`src/rtl/best_arr_sender.sv`:
```
// Output-side result streamer: reads best index/distance memories in column-blocked
// order and pushes indices, then split distances, into the output FIFO.
module best_arr_sender #(
    parameter int DATA_WIDTH = 11,
    parameter int ROW_SIZE   = 26,
    parameter int COL_SIZE   = 19,
    parameter int BLOCKING   = 4,
    parameter int NUM_QUERYS = ROW_SIZE * COL_SIZE,
    parameter int ADDR_WIDTH = $clog2(NUM_QUERYS)
) (
    input  logic                    io_clk,
    input  logic                    io_rst_n,
    input  logic                    send_best_arr,
    output logic                    send_done,
    output logic                    busy,
    output logic                    mem_rd_en,
    output logic [ADDR_WIDTH-1:0]   mem_rd_addr,
    input  logic [DATA_WIDTH-1:0]   mem_idx_rdata,
    input  logic [2*DATA_WIDTH-1:0] mem_dist_rdata,
    output logic                    out_fifo_wenq,
    output logic [DATA_WIDTH-1:0]   out_fifo_wdata,
    input  logic                    out_fifo_wfull_n
);

    localparam int HALF = ROW_SIZE / 2;
    localparam int XIW  = (BLOCKING > 1) ? $clog2(BLOCKING) : 1;
    localparam int YW   = (COL_SIZE > 1) ? $clog2(COL_SIZE) : 1;

    localparam logic [ADDR_WIDTH-1:0] HALF_A  = ADDR_WIDTH'(HALF);
    localparam logic [ADDR_WIDTH-1:0] BLK_A   = ADDR_WIDTH'(BLOCKING);
    localparam logic [ADDR_WIDTH-1:0] ROW_A   = ADDR_WIDTH'(ROW_SIZE);
    localparam logic [ADDR_WIDTH-1:0] ONE_A   = ADDR_WIDTH'(1'b1);
    localparam logic [ADDR_WIDTH-1:0] ZERO_A  = ADDR_WIDTH'(1'b0);
    localparam logic [XIW-1:0]        XI_LAST = XIW'(BLOCKING - 1);
    localparam logic [XIW-1:0]        XI_ONE  = XIW'(1'b1);
    localparam logic [XIW-1:0]        XI_ZERO = XIW'(1'b0);
    localparam logic [YW-1:0]         Y_LAST  = YW'(COL_SIZE - 1);
    localparam logic [YW-1:0]         Y_ONE   = YW'(1'b1);
    localparam logic [YW-1:0]         Y_ZERO  = YW'(1'b0);

    typedef enum logic [2:0] {
        S_IDLE  = 3'd0,
        S_RD    = 3'd1,
        S_CAP   = 3'd2,
        S_PUSH0 = 3'd3,
        S_PUSH1 = 3'd4,
        S_FIN   = 3'd5
    } state_t;

    state_t                  state_q, state_d;
    logic                    phase_q, phase_d;      // 0: index sweep, 1: distance sweep
    logic                    px_q, px_d;
    logic [XIW-1:0]          xi_q, xi_d;
    logic [YW-1:0]           y_q, y_d;
    logic [ADDR_WIDTH-1:0]   xb_q, xb_d;            // x*BLOCKING within the half row
    logic [ADDR_WIDTH-1:0]   col_base_q, col_base_d;
    logic [ADDR_WIDTH-1:0]   row_off_q, row_off_d;
    logic [ADDR_WIDTH-1:0]   addr_q, addr_d;
    logic                    rd_en_q, rd_en_d;
    logic                    busy_q, busy_d;
    logic                    done_q, done_d;
    logic [DATA_WIDTH-1:0]   wdata_q, wdata_d;
    logic [DATA_WIDTH-1:0]   dist_hi_q, dist_hi_d;
    logic                    wenq_s;
    logic                    advance_s;
    logic                    xi_wrap_s;
    logic                    x_wrap_s;

    // xi wraps early on the ragged last block so skipped columns cost nothing
    assign xi_wrap_s = (xi_q == XI_LAST) ||
                       ((xb_q + ADDR_WIDTH'(xi_q) + ONE_A) >= HALF_A);
    assign x_wrap_s  = ((xb_q + BLK_A) >= HALF_A);

    // Next-state, counter stepping and FIFO handshake
    always_comb begin
        state_d    = state_q;
        phase_d    = phase_q;
        px_d       = px_q;
        xi_d       = xi_q;
        y_d        = y_q;
        xb_d       = xb_q;
        col_base_d = col_base_q;
        row_off_d  = row_off_q;
        done_d     = done_q;
        wdata_d    = wdata_q;
        dist_hi_d  = dist_hi_q;
        wenq_s     = 1'b0;
        advance_s  = 1'b0;

        case (state_q)
            S_IDLE: begin
                if (send_best_arr) begin
                    state_d    = S_RD;
                    done_d     = 1'b0;
                    phase_d    = 1'b0;
                    px_d       = 1'b0;
                    xi_d       = XI_ZERO;
                    y_d        = Y_ZERO;
                    xb_d       = ZERO_A;
                    col_base_d = ZERO_A;
                    row_off_d  = ZERO_A;
                end else begin
                    state_d = S_IDLE;
                end
            end
            S_RD: begin
                state_d = S_CAP;
            end
            S_CAP: begin
                wdata_d   = phase_q ? mem_dist_rdata[DATA_WIDTH-1:0] : mem_idx_rdata;
                dist_hi_d = mem_dist_rdata[2*DATA_WIDTH-1:DATA_WIDTH];
                state_d   = S_PUSH0;
            end
            S_PUSH0: begin
                if (out_fifo_wfull_n) begin
                    wenq_s = 1'b1;
                    if (phase_q) begin
                        state_d = S_PUSH1;
                        wdata_d = dist_hi_q;
                    end else begin
                        advance_s = 1'b1;
                    end
                end else begin
                    state_d = S_PUSH0;
                end
            end
            S_PUSH1: begin
                if (out_fifo_wfull_n) begin
                    wenq_s    = 1'b1;
                    advance_s = 1'b1;
                end else begin
                    state_d = S_PUSH1;
                end
            end
            S_FIN: begin
                state_d = S_IDLE;
            end
            default: begin
                state_d = S_IDLE;
            end
        endcase

        // Nested loop step: xi, then y, then x block, then half, then phase
        if (advance_s) begin
            if (!xi_wrap_s) begin
                xi_d    = xi_q + XI_ONE;
                state_d = S_RD;
            end else begin
                xi_d = XI_ZERO;
                if (y_q != Y_LAST) begin
                    y_d       = y_q + Y_ONE;
                    row_off_d = row_off_q + ROW_A;
                    state_d   = S_RD;
                end else begin
                    y_d       = Y_ZERO;
                    row_off_d = ZERO_A;
                    if (!x_wrap_s) begin
                        xb_d       = xb_q + BLK_A;
                        col_base_d = col_base_q + BLK_A;
                        state_d    = S_RD;
                    end else begin
                        xb_d = ZERO_A;
                        if (!px_q) begin
                            px_d       = 1'b1;
                            col_base_d = HALF_A;
                            state_d    = S_RD;
                        end else begin
                            px_d       = 1'b0;
                            col_base_d = ZERO_A;
                            if (!phase_q) begin
                                phase_d = 1'b1;
                                state_d = S_RD;
                            end else begin
                                state_d = S_FIN;
                                done_d  = 1'b1;
                            end
                        end
                    end
                end
            end
        end else begin
            advance_s = 1'b0;
        end
    end

    // Registered versions of the read strobe, address and busy flag
    always_comb begin
        rd_en_d = (state_d == S_RD);
        busy_d  = (state_d == S_RD) || (state_d == S_CAP) ||
                  (state_d == S_PUSH0) || (state_d == S_PUSH1);
        addr_d  = col_base_d + row_off_d + ADDR_WIDTH'(xi_d);
    end

    // State and datapath registers
    always_ff @(posedge io_clk or negedge io_rst_n) begin
        if (!io_rst_n) begin
            state_q    <= S_IDLE;
            phase_q    <= 1'b0;
            px_q       <= 1'b0;
            xi_q       <= XI_ZERO;
            y_q        <= Y_ZERO;
            xb_q       <= ZERO_A;
            col_base_q <= ZERO_A;
            row_off_q  <= ZERO_A;
            addr_q     <= ZERO_A;
            rd_en_q    <= 1'b0;
            busy_q     <= 1'b0;
            done_q     <= 1'b0;
            wdata_q    <= {DATA_WIDTH{1'b0}};
            dist_hi_q  <= {DATA_WIDTH{1'b0}};
        end else begin
            state_q    <= state_d;
            phase_q    <= phase_d;
            px_q       <= px_d;
            xi_q       <= xi_d;
            y_q        <= y_d;
            xb_q       <= xb_d;
            col_base_q <= col_base_d;
            row_off_q  <= row_off_d;
            addr_q     <= addr_d;
            rd_en_q    <= rd_en_d;
            busy_q     <= busy_d;
            done_q     <= done_d;
            wdata_q    <= wdata_d;
            dist_hi_q  <= dist_hi_d;
        end
    end

    assign send_done      = done_q;
    assign busy           = busy_q;
    assign mem_rd_en      = rd_en_q;
    assign mem_rd_addr    = addr_q;
    assign out_fifo_wenq  = wenq_s;
    assign out_fifo_wdata = wdata_q;

endmodule

```
`config.mk`:
```
export PLATFORM = sky130hd
export DESIGN_NAME = best_arr_sender
export DESIGN_NICKNAME = d
export VERILOG_FILES = /design/src/rtl/best_arr_sender.sv
export SDC_FILE = /design/constraint.sdc
export NUM_CORES = 1
export LEC_CHECK = 0
export BUFFER_PORTS_ARGS = -buffer_cell sky130_fd_sc_hd__clkbuf_2
export CORE_MARGIN = 4
export CORE_UTILIZATION = 50
export DETAILED_ROUTE_END_ITERATION = 8
export GPL_TIMING_DRIVEN = 0
export HOLD_SLACK_MARGIN = 0.06
export PLACE_DENSITY = 0.72
export SETUP_SLACK_MARGIN = 0.5
export SYNTH_ARGS = -nofsm -noshare
export SYNTH_HDL_FRONTEND = slang
export SYNTH_SLANG_ARGS = --single-unit
```
`constraint.sdc`:
```
create_clock -name io_clk -period 6.5 [get_ports io_clk]
set_input_delay 0 -clock io_clk [delete_from_list [all_inputs] [get_ports io_clk]]
set_output_delay 0 -clock io_clk [all_outputs]
set_load 0.02 [all_outputs]
```
=== Word-level counts from Yosys, hierarchy flattened ===
Cells that the tools add are included.
W data, S select, Z words.

* Output and inout port bits: 24
* Bits of input ports: 37
* Register bits after elaboration: 73
* Logic and storage cells: 115

* Order comparisons: 2
* Mux-type cells: 70
* Equality and inequality tests: 12
* Reductions and logical operators: 8
* Add/subtract/negate cells: 9

{| class="wikitable"
|+ Operators by type and width
! kind !! number
|-
| $mux W9 || 17
|-
| $mux W11 || 3
|-
| $mux W1 || 28
|-
| $mux W3 || 9
|-
| $mux W5 || 5
|-
| $pmux W11 S2 || 1
|-
| $add A9 B2 Y9 || 2
|-
| $add A9 B3 Y9 const B || 2
|-
| $ge A9 B4 Y1 const B || 2
|-
| $pmux W3 S5 || 1
|-
| $eq A3 B2 Y1 const B || 4
|-
| $add A9 B1 Y9 const B || 1
|-
| $add A9 B5 Y9 const B || 1
|-
| $add A9 B9 Y9 || 1
|-
| $mux W2 || 4
|-
| $eq A3 B1 Y1 const B || 2
|-
| $eq A3 B3 Y1 const B || 2
|-
| $add A5 B1 Y5 const B || 1
|-
| $ne A5 B5 Y1 const B || 1
|-
| $logic_or A1 B1 Y1 || 4
|-
| $mux W4 || 1
|-
| $ne A2 B2 Y1 const B || 2
|-
| $logic_not A3 Y1 || 1
|-
| $reduce_and A3 Y1 || 1
|-
| other kinds (5) || 5
|}

=== Logic depth before layout (Yosys ltp) ===
* Depth in word-level cells: 10
* Depth in mapped cells: 21
* Mapped depth without buffers: 21

=== Least setup slack after synthesis ===
OpenSTA, ideal clock, no wires.

* Kind: register to register
* Start: reg xi_q[0]
* End: reg addr_q[8] (netlist: mem_rd_addr[8])
* Clock period less this slack: 4,195 ps
* Slack: 2,305 ps
* Cell stages (with the launch flop): 21
* Arrival: 4,062 ps
* Library setup time: 134 ps
* Path buffers: 1
* Required time: 6,366 ps
* Path through: dfrtp_1 > inv_1 > ha_1 > fa_1 > nand4bb_1 > o21ai_0 > a22o_1 > nand4b_4 > o211ai_1 > buf_2 > nor2_1 > a211o_1 > ha_1 > ha_1 > a21o_1 > a21oi_1 > nor2b_1 > o21ai_0 > a21oi_1 > xnor2_1 > xnor3_1

* Word-level cells in the longest chain between the ends: 8
* Elaborated cells on any way between the ends: 16
* Classes of those cells: 5 x add/sub; 1 x order compare; 1 x eq/ne; 8 x mux; 1 x reduce/logical

{| class="wikitable"
|+ Ends and longest elaborated chain
! item !! RTL line !! source
|-
| start, declared || 53 || <nowiki>logic [XIW-1:0] xi_q, xi_d;</nowiki>
|-
| start signal, assigned || 215 || <nowiki>xi_q <= xi_d;</nowiki>
|-
| $add A9 B2 Y9 || 71 || <nowiki>((xb_q + ADDR_WIDTH'(xi_q) + ONE_A) >= HALF_A);</nowiki>
|-
| $add A9 B1 Y9 || 71 ||
|-
| $ge A9 B4 Y1 || 71 ||
|-
| $logic_or A1 B1 Y1 * || 70 || <nowiki>assign xi_wrap_s = (xi_q == XI_LAST) ||</nowiki>
|-
| $mux W9 * || 145 || <nowiki>if (!xi_wrap_s) begin</nowiki>
|-
| $mux W9 * || 144 || <nowiki>if (advance_s) begin</nowiki>
|-
| named net col_base_d[2] || 56 || <nowiki>logic [ADDR_WIDTH-1:0] col_base_q, col_base_d;</nowiki>
|-
| $add A9 B9 Y9 * || 191 || <nowiki>addr_d = col_base_d + row_off_d + ADDR_WIDTH'(xi_d);</nowiki>
|-
| $add A9 B2 Y9 * || 191 ||
|-
| named net addr_d[8] || 58 || <nowiki>logic [ADDR_WIDTH-1:0] addr_q, addr_d;</nowiki>
|-
| end signal, assigned || 220 || <nowiki>addr_q <= addr_d;</nowiki>
|-
| end, declared || 58 ||
|}

The timed path passes the listed nets; every way through them passes the cells marked *.
A chain may end at the register's enable or synchronous reset.

=== Final worst setup path ===
Same ends and word-level chain as after synthesis.

==> impl_metrics.prom <==
# TYPE chip_impl_metric gauge
chip_impl_metric{name="setup_viol",unit=""} 0
chip_impl_metric{name="switchingPower",unit="uW"} 692
chip_impl_metric{name="grt_pass1_wl",unit="um"} 15000
chip_impl_metric{name="timing.clock.skew",unit="ps"} 13.1
chip_impl_info{name="cts_tree",value="built"} 1
chip_impl_info{name="path_delay_family",value="compound AO/OA/AOI/OAI gates"} 1
chip_impl_info{name="endpoint_kind",value="register"} 1
chip_impl_metric{name="clkSlewWorstSetupHoldPaths",unit="ps"} 90
chip_impl_metric{name="yosys.cell_types.count",unit=""} 57
chip_impl_info{name="crit_chain",value="inv_1, ha_1, fa_1, nand4bb_1, o21ai_0, a22o_1, nand4b_4, o211ai_1, buf_2, nor2_1, a211o_1, ha_1, ha_1, a21o_1, a21oi_1, nor2b_1, o21ai_0, a21oi_1, xnor2_1, xnor3_1"} 1
chip_impl_metric{name="clock_tree.htree_level_count",unit=""} 3
chip_impl_metric{name="drt_pre_antenna_iters",unit=""} 4
chip_impl_metric{name="worstMarginPinSlew",unit="ps"} 720
chip_impl_metric{name="vias_in_the_first_global_route",unit=""} 3156
chip_impl_metric{name="number_of_flops_mapped_to_enable_cells_by_yosys",unit=""} 0
chip_impl_metric{name="relative_slew_slack",unit="%"} 51.5
chip_impl_metric{name="post_synth_xor_area_fraction",unit="%"} 2.53
chip_impl_metric{name="power_frac_comb",unit="%"} 39.4
chip_impl_metric{name="die_h",unit="um"} 97.6
chip_impl_metric{name="globalRoute.totalOverflow",unit=""} 0
chip_impl_metric{name="area_delta_synth_final",unit="%"} 21.1
chip_impl_metric{name="numPortBuffers",unit=""} 60
chip_impl_metric{name="die_area",unit="um2"} 9520
chip_impl_metric{name="fraction_of_the_mapped_netlist_area_in_simple_logic_gates",unit="%"} 16.7
chip_impl_metric{name="fin_nets",unit=""} 541
chip_impl_metric{name="arrival_time_reported_for_the_critical_path_endpoint",unit="ps"} 4990
chip_impl_metric{name="vdd_ir_drop_max",unit="V"} 0.000181
chip_impl_info{name="hold_class",value="input pin to register"} 1
chip_impl_metric{name="overall_power_consumption",unit="uW"} 1780
chip_impl_metric{name="clock_tree.buffer_depth",unit=""} 2
chip_impl_metric{name="worst-endpoint-required",unit="ps"} 6730
chip_impl_metric{name="final_antenna_net_count",unit=""} 0
chip_impl_metric{name="power_leakage",unit="uW"} 0.00233
chip_impl_metric{name="row_count",unit=""} 32
chip_impl_metric{name="critical_path.n_buffers_inverters",unit=""} 2
chip_impl_metric{name="finish.cell_count_without_fillers",unit=""} 585
chip_impl_metric{name="grt_start_max_net_pins",unit=""} 57
chip_impl_metric{name="die_width",unit="um"} 97.6
chip_impl_metric{name="core-area",unit="um2"} 7770
chip_impl_metric{name="drc",unit=""} 0
chip_impl_metric{name="place_hpwl",unit="um"} 6340
chip_impl_metric{name="power_report.internal_total",unit="uW"} 1090
chip_impl_info{name="postSynth.topFlopCell",value="sky130_fd_sc_hd__dfrtp_1"} 1
chip_impl_metric{name="global_route_usage_sum",unit="%"} 19.3
chip_impl_metric{name="yosys.area_share.adder",unit="%"} 9.17
chip_impl_metric{name="totalWireLength",unit="um"} 8780
chip_impl_info{name="rsz_0062_raised_after_global_routing",value="no"} 1
chip_impl_metric{name="final_layout_size_suffix_gt1_share",unit="%"} 22.2
chip_impl_metric{name="cts_post_setup_buffers_inserted",unit=""} 0
chip_impl_info{name="critical-path-top-cell-by-count",value="sky130_fd_sc_hd__ha_1"} 1
chip_impl_metric{name="tns",unit="ps"} 0
chip_impl_metric{name="route.vias.total",unit=""} 3145
chip_impl_metric{name="tritoncts_num_sinks",unit=""} 73
chip_impl_metric{name="clk-insertion-delay-late",unit="ps"} 350
chip_impl_info{name="worst-setup-path-type",value="register to register"} 1
chip_impl_metric{name="final.min_clock_period",unit="ps"} 4760
chip_impl_metric{name="hold_viol",unit=""} 0
chip_impl_metric{name="avgSynthCellArea",unit="um2"} 10.3
chip_impl_info{name="clock_tree.root_cell",value="sky130_fd_sc_hd__clkbuf_8"} 1
chip_impl_metric{name="power-per-cell-area",unit="nW/um2"} 366
chip_impl_metric{name="ys_ff_latch",unit=""} 73
chip_impl_metric{name="average_wire_per_standard_cell",unit="um"} 15.0
chip_impl_metric{name="cts_buffers",unit=""} 9
chip_impl_metric{name="synthCells",unit=""} 389
chip_impl_metric{name="post-route-period-util",unit="%"} 73.2
chip_impl_info{name="synth_top_family_by_area",value="simple AND/OR/NAND/NOR gates"} 1
chip_impl_metric{name="grt_antenna_before_repair",unit=""} 0
chip_impl_metric{name="postSynth.asyncResetShare",unit="%"} 100
chip_impl_metric{name="power.switching_fraction",unit="%"} 38.9
chip_impl_metric{name="achievable-frequency",unit="MHz"} 210
chip_impl_metric{name="maxCapViolations",unit=""} 0
chip_impl_metric{name="cp_max_fo",unit=""} 10
chip_impl_info{name="outcome",value="finished, final reports clean"} 1
chip_impl_metric{name="place.detailed.instances",unit=""} 552
chip_impl_metric{name="proportion_of_power_drawn_by_flip_flops_and_latches",unit="%"} 37.9
chip_impl_metric{name="fillers",unit=""} 634
chip_impl_metric{name="clock_power_share",unit="%"} 22.6
chip_impl_metric{name="drt_first_iter_violations",unit=""} 134
chip_impl_metric{name="worst_path_largest_cell_delay",unit="ps"} 430
chip_impl_metric{name="synth-compound-area-share",unit="%"} 16.5
chip_impl_metric{name="timing_max_transition_violations_final",unit=""} 0
chip_impl_metric{name="synth_seq_area_share",unit="%"} 45.6
chip_impl_metric{name="yosysWarningCount",unit=""} 0
chip_impl_info{name="crit_path_top_delay_cell",value="sky130_fd_sc_hd__fa_1"} 1
chip_impl_metric{name="synth.cell_area",unit="um2"} 4010
chip_impl_metric{name="synth.mux.area_fraction",unit="%"} 6.49
chip_impl_info{name="crit_path_start_kind",value="register"} 1
chip_impl_metric{name="vias_per_cell",unit=""} 5.38
chip_impl_metric{name="final_wtd_congestion",unit=""} 0.804
chip_impl_metric{name="floorplan.initialDensity",unit="%"} 51.6
chip_impl_metric{name="synth_fp_nets",unit=""} 453
chip_impl_metric{name="floorplan.io_pins",unit=""} 61
cell type report:
class | instances | area (um2) | share of cell area (%)
plain buffers | 15 | 67.6 | 1.39
repair buffers | 77 | 490 | 10.1
well taps | 102 | 128 | 2.63
clock inverters | 7 | 103 | 2.11
inverters | 14 | 52.6 | 1.08
multi-input cells | 287 | 2060 | 42.5
flip-flops and latches | 73 | 1830 | 37.6
clock buffers | 9 | 124 | 2.55
diodes | 1 | 2.50 | 0.0515
cell families after synthesis:
| group | after synthesis |
|---|---|
| buf+inv | 29 |
| flops | 73 |
| compound gates | 99 |
| fa+ha+maj | 27 |
| simple gates | 127 |
| xor+xnor | 10 |
| mux | 24 |
registers in the layout (all words and copies together) (netlist names):
signal / flops
state_q: 3
row_off_q: 9
phase_q: 1
dist_hi_q: 11
send_done: 1
col_base_q: 9
mem_rd_addr: 9
y_q: 5
xi_q: 2
mem_rd_en: 1
out_fifo_wdata: 11
busy: 1
xb_q: 9
px_q: 1
cells in the final DEF (no fill, tap or decap), types with 10 or more instances in the layout:
cell type / n
sky130_fd_sc_hd__and2_1: 11
sky130_fd_sc_hd__clkbuf_2: 59
sky130_fd_sc_hd__dfrtp_1: 73
sky130_fd_sc_hd__dlygate4sd3_1: 16
sky130_fd_sc_hd__ha_1: 23
sky130_fd_sc_hd__inv_1: 14
sky130_fd_sc_hd__mux2_2: 12
sky130_fd_sc_hd__mux2i_1: 11
sky130_fd_sc_hd__nand2_1: 43
sky130_fd_sc_hd__nand3_1: 10
sky130_fd_sc_hd__nor2_1: 19
sky130_fd_sc_hd__nor2b_1: 12
sky130_fd_sc_hd__o21ai_0: 49
worst register-to-register path, delay by kind of cell (launching register included):
kind	cells	cell delay (ps)
AO/OA/AOI/OAI	8	1680
XOR/XNOR	2	410
buffers and inverters	2	380
flip-flops	1	370
adder cells (fa/ha/maj)	4	1290
AND/OR/NAND/NOR	4	520
timing repair:
action                                  CTS  global route
endpoints found under the setup margin    0             0
hold buffers                             16             0
endpoints found under the hold margin    88             0
gates resized for setup                   0             0
path summary, 6_finish.rpt:
kind	start	endpoint	slack [ps]	depth (start not counted)
min in group asynchronous	io_rst_n	mem_rd_addr[3]$_DFF_PN0_	90	2
setup / recovery	xi_q[0]$_DFF_PN0_	mem_rd_addr[8]$_DFF_PN0_	1740	20
hold / removal	mem_idx_rdata[9]	out_fifo_wdata[9]$_DFFE_PN0P_	80	5
max in group asynchronous	io_rst_n	xb_q[5]$_DFF_PN0_	5860	3
hold reg to reg	out_fifo_wdata[9]$_DFFE_PN0P_	out_fifo_wdata[9]$_DFFE_PN0P_	490	2
setup reg to reg	xi_q[0]$_DFF_PN0_	mem_rd_addr[8]$_DFF_PN0_	1740	20
power groups by stage:
stage               clock, uW  combinational, uW  sequential, uW
finish                    403                701             675
global placement            0                665             674
detailed placement          0                697             681
floorplan                   0                429             730
global route              431                794             694
CTS                       411                710             674
per-stage QoR:
stage / util, % / hold WS (ps) / setup slack [ps] / cell area, um2
after CTS: 62.5 / 70.3 / 1680 / 4850
after global routing: 62.5 / 92.1 / 1250 / 4850
after global placement: 57.1 / 234 / 1780 / 4440
final: 62.5 / 75.1 / 1740 / 4860
after floorplan: - / -296 / 2300 / 4010
after detailed placement: 57.5 / -72.0 / 1710 / 4470
layer usage:
layer	track usage [%]	share of wire [%]
met1	24.4	43
met2	31.5	50
met3	4.67	4.6
met4	8.63	1.7
met5	0	0
cell usage after synthesis, types with 4 or more instances:
library cell / n / share of area, %
sky130_fd_sc_hd__xnor2_1: 5 / 1.1
sky130_fd_sc_hd__nor3_1: 4 / 0.50
sky130_fd_sc_hd__nand2_1: 43 / 4.0
sky130_fd_sc_hd__o21a_1: 4 / 0.75
sky130_fd_sc_hd__o31ai_1: 6 / 1.1
sky130_fd_sc_hd__a21oi_1: 6 / 0.75
sky130_fd_sc_hd__a21o_1: 5 / 0.94
sky130_fd_sc_hd__mux2_2: 12 / 3.4
sky130_fd_sc_hd__mux2i_1: 11 / 2.7
sky130_fd_sc_hd__nand3_1: 10 / 1.2
sky130_fd_sc_hd__o21ai_0: 49 / 6.1
sky130_fd_sc_hd__and2_1: 11 / 1.7
sky130_fd_sc_hd__xor2_1: 4 / 0.87
sky130_fd_sc_hd__nor2_1: 19 / 1.8
sky130_fd_sc_hd__nor2b_1: 12 / 1.9
sky130_fd_sc_hd__ha_1: 23 / 7.2
sky130_fd_sc_hd__fa_1: 4 / 2.0
sky130_fd_sc_hd__buf_2: 6 / 0.75
sky130_fd_sc_hd__clkbuf_1: 6 / 0.56
sky130_fd_sc_hd__nand2b_1: 8 / 1.2
sky130_fd_sc_hd__dfrtp_1: 73 / 46
sky130_fd_sc_hd__inv_1: 14 / 1.3
Power figures use the tool's default switching activity.
